File: src/rtl/encoder_using_if.sv
// Registered one-hot to binary encoder with enable, valid and error flags.
// Only an exact one-hot input encodes; zero and multi-hot inputs encode to index 0.
module encoder_using_if #(
  parameter int INPUT_LENGTH  = 16,
  parameter int OUTPUT_LENGTH = 4
) (
  input  logic                     clk,
  input  logic                     rst,
  output logic [OUTPUT_LENGTH-1:0] binary_out,
  input  logic [INPUT_LENGTH-1:0]  encoder_in,
  input  logic                     enable,
  output logic                     valid,
  output logic                     error
);

  localparam logic [INPUT_LENGTH-1:0] ONE_C = {{(INPUT_LENGTH-1){1'b0}}, 1'b1};

  logic [OUTPUT_LENGTH-1:0] index_s;
  logic                     hit_s;
  logic                     any_s;
  logic [OUTPUT_LENGTH-1:0] binary_next_s;
  logic                     valid_next_s;
  logic                     error_next_s;
  logic [OUTPUT_LENGTH-1:0] binary_r;
  logic                     valid_r;
  logic                     error_r;

  // Exact-match chain: at most one one-hot constant can equal the input.
  always_comb begin
    index_s = {OUTPUT_LENGTH{1'b0}};
    hit_s   = 1'b0;
    for (int i = 0; i < INPUT_LENGTH; i++) begin
      if (encoder_in == (ONE_C << i)) begin
        index_s = OUTPUT_LENGTH'(i);
        hit_s   = 1'b1;
      end else begin
        index_s = index_s;
        hit_s   = hit_s;
      end
    end
  end

  assign any_s = |encoder_in;

  // Next-value selection; a non-zero input that matched nothing has two or more bits set.
  always_comb begin
    binary_next_s = {OUTPUT_LENGTH{1'b0}};
    valid_next_s  = 1'b0;
    error_next_s  = 1'b0;
    if (!enable) begin
      binary_next_s = {OUTPUT_LENGTH{1'b0}};
      valid_next_s  = 1'b0;
      error_next_s  = 1'b0;
    end else if (hit_s) begin
      binary_next_s = index_s;
      valid_next_s  = 1'b1;
      error_next_s  = 1'b0;
    end else begin
      binary_next_s = {OUTPUT_LENGTH{1'b0}};
      valid_next_s  = 1'b0;
      error_next_s  = any_s;
    end
  end

  // Output registers, cleared asynchronously by rst.
  always_ff @(posedge clk or posedge rst) begin
    if (rst) begin
      binary_r <= {OUTPUT_LENGTH{1'b0}};
      valid_r  <= 1'b0;
      error_r  <= 1'b0;
    end else begin
      binary_r <= binary_next_s;
      valid_r  <= valid_next_s;
      error_r  <= error_next_s;
    end
  end

  assign binary_out = binary_r;
  assign valid      = valid_r;
  assign error      = error_r;

endmodule

File: config.mk
export PLATFORM = sky130hd
export DESIGN_NAME = encoder_using_if
export DESIGN_NICKNAME = d
export VERILOG_FILES = /design/src/rtl/encoder_using_if.sv
export SDC_FILE = /design/constraint.sdc
export NUM_CORES = 1
export LEC_CHECK = 0
export ABC_AREA = 1
export CORE_MARGIN = 8
export CORE_UTILIZATION = 47
export DETAILED_ROUTE_END_ITERATION = 8
export PLACE_DENSITY = 0.91
export SYNTH_ARGS = -nofsm -noshare
export SYNTH_HDL_FRONTEND = slang
export SYNTH_SLANG_ARGS = --single-unit
File: constraint.sdc
create_clock -name clk -period 0.95 [get_ports clk]
set_input_delay 0.2375 -clock clk [delete_from_list [all_inputs] [get_ports clk]]
set_output_delay 0.2375 -clock clk [all_outputs]
set_load 0.05 [all_outputs]
==> results.py <==
metrics = {
    "placement": {
        "preCtsSetupSlack_ps": -830.2,
        "place_inst": 163,
        "numPortBuffers": 24,
        "hpwlAfterDp_mm": 1.796,
        "placement.cell_area_mm2": 0.001136,
        "finalWeightedCongestion": 0.7904,
    },
    "sta": {
        "slew_headroom_pct": 71.96,
        "fin_crit_sh_pct": 136.5,
        "timing_hold_violations_final": 0,
        "worst_pin_slew_ps": 416.2,
        "timing.fmax_mhz": 770.9,
        "finalMaxSlewViolations": 0,
        "finalSetupViolations": 12,
        "period_minus_slack_ps": 1297,
        "unrepaired_setup_endpoints_after_global_routing": "true",
        "setup_ws_ps": -347.2,
    },
    "drt": {
        "via_count": 1104,
        "avgViaCountPerCell": 6.066,
        "initialDrtViolationCount": 38,
        "firstDrtPassIters": 4,
        "wl_per_cell_um": 21.37,
        "drc_errors": 0,
        "post_detailed_routing_wire_length_mm": 3.890,
        "route.antenna.remaining_nets": 0,
    },
    "synthesis": {
        "synth_adder_area_share_pct": 0,
        "ys_types": 21,
        "synthesis.area_per_instance_um2": 6.333,
        "yosys_warn_count": 0,
        "synth_compound_gate_area_share_pct": 9.532,
        "syn-instance-count": 114,
        "seq_area_frac_synth_pct": 20.80,
        "synth_simple_gate_area_share_pct": 57.37,
        "proportion_of_synthesized_area_in_mux_cells_pct": 0,
        "dominant_combinational_cell_family_by_area_after_synthesis": "simple AND/OR/NAND/NOR gates",
        "ys_ff_latch": 6,
        "postSynthNetCount": 133,
        "syn_area_um2": 721.9,
        "synth_area_in_xor_xnor_pct": 0,
    },
    "critical_path": {
        "setup.worst_path.start_class": "input pin",
        "crit_required_ps": 1140,
        "cp-end-kind": "flop",
        "crit_arrival_ps": 1490,
        "cp_max_fo": 4,
        "worstSetupPathType": "in2reg",
    },
    "cells_and_area": {
        "final-instance-count-excl-fill": 182,
        "syn2layout_area_growth_pct": 91.16,
        "design.final.nets": 187,
        "postLayoutCoreUtil_pct": 93.79,
        "final_design_area_no_fill_mm2": 0.001380,
        "drive_above_1_share_pct": 57.83,
        "num_antenna_cells": 0,
    },
    "die": {
        "die_area_mm2": 0.003046,
        "std_cell_rows": 14,
        "core-area_mm2": 0.001471,
        "die_w_um": 55.19,
        "i_o_pins": 25,
        "die_height_um": 55.19,
        "start_util_pct": 49.06,
    },
    "power": {
        "power.leakage_nw": 0.7194,
        "total_power_w": 0.0008572,
        "power_per_cell_area_mw_per_mm2": 621.2,
        "max-vdd-ir-drop_uv": 363.0,
    },
    "cts": {
        "clock_sinks": 6,
        "numCtsBuffers": 3,
        "clk_transition_reported_paths_ps": 50,
        "cts_tree": "built",
        "cts_max_level": 1,
        "max_root_sink_buffers": 2,
        "ctsRootBufferMaster": "clkbuf_4",
    },
    "grt": {
        "grt_start_max_net_pins": 7,
        "grt_pass1_wl_mm": 4.360,
        "antenna_violations_before_repair": 0,
        "first_global_vias": 1007,
        "overflow": 0,
        "track_usage_pct": 20.11,
    },
    "hold_path": {
        "worst_hold_path_type": "in2async",
    },
    "run": {
        "timing.max_cap.violations": 0,
    },
    "status": {
        "status": "complete, but fails checks",
        "failed_checks": "setup timing",
    },
}
==> power by group <==
part	total [W]	switching [W]	internal, W
registers	0.000260	0.00000174	0.000258
clock network	0.000257	0.000113	0.000144
logic	0.000340	0.000188	0.000152
total	0.000857	0.000303	0.000555
==> cell usage in the layout, fill, tap and decap left out, drive strengths merged <==
cell type / instances
a21oi: 1
and2: 1
buf: 47
clkbuf: 3
clkdlybuf4s50: 2
clkinv: 1
dfrtp: 6
inv: 22
nand2: 25
nand3: 6
nand4: 2
nor2: 33
nor3: 8
o211ai: 2
o21ai: 6
o31ai: 1
==> synth_stat cells <==
cell | count | share of area, %
nor3_1 | 8 | 5.5
inv_4 | 1 | 0.87
nor2_2 | 7 | 6.1
inv_1 | 17 | 8.8
nand3_1 | 6 | 4.2
clkinv_1 | 1 | 0.52
nand4_1 | 2 | 1.7
nand2_1 | 17 | 8.8
a21oi_1 | 1 | 0.69
o21ai_2 | 3 | 3.6
and2_1 | 1 | 0.87
nor2_4 | 6 | 9.4
o211ai_1 | 2 | 2.1
o21ai_0 | 2 | 1.4
dfrtp_1 | 6 | 21
o21ai_1 | 1 | 0.69
inv_2 | 4 | 2.1
nor2_1 | 20 | 10
nand2_2 | 3 | 2.6
nand2_4 | 5 | 7.8
o31ai_1 | 1 | 1.0
==> critical path: stages <==
cell,delay (ps)
buf_2,140
buf_4,150
inv_1,80
nand2_1,100
nor2_1,170
nand2_1,90
a21oi_2,180
nor2_4,70
nand2_4,70
nand2_4,80
nor2_4,120
==> sequential cells by signal (all words and copies together) (netlist names) <==
signal / cells
binary_out: 4
error: 1
valid: 1
==> final timing paths <==
check / slack [ps] / cells after the start / startpoint / end
max in group asynchronous: 570 / 2 / rst / binary_out[1]
min in group clk: 580 / 6 / encoder_in[13] / binary_out[3]
worst min-delay path: 190 / 2 / rst / binary_out[3]
worst max-delay path: -350 / 11 / encoder_in[3] / binary_out[2]
==> metal layers <==
metal  GRT usage (%)  wire length [um]
met5               0                 0
met4           13.60               302
met3           4.813               338
met2           38.81              1944
met1           17.67              1305
==> cells by family (layout without fill, tap and decap cells) <==
| family | Yosys count | in the layout |
|---|---|---|
| buf+inv | 23 | 75 |
| flops | 6 | 6 |
| simple gates | 75 | 75 |
| compound gates | 10 | 10 |
==> metrics by stage <==
step                hold WS (ps)  setup TNS [ps]
floorplan                  28.46          -876.4
global placement           457.6           -4296
detailed placement         470.7           -4745
CTS                        209.5           -1279
global route               216.7           -2730
finish                     189.1           -2371
==> cell type report <==
type,instances,area (um2)
clock buffers,3,22.52
well taps,16,20.02
repair buffers,49,493.0
fillers,50,91.34
inverters,23,98.84
multi-input cells,85,595.6
flip-flops and latches,6,150.1
==> what timing repair did <==
item                       4_1_cts  5_1_grt
pin swaps                       28       18
hold buffers                     0        0
cloned                           0        0
setup endpoints to repair       12       12
gates resized for setup         86       18
buffers inserted                10        6
Power figures use the tool's default switching activity.
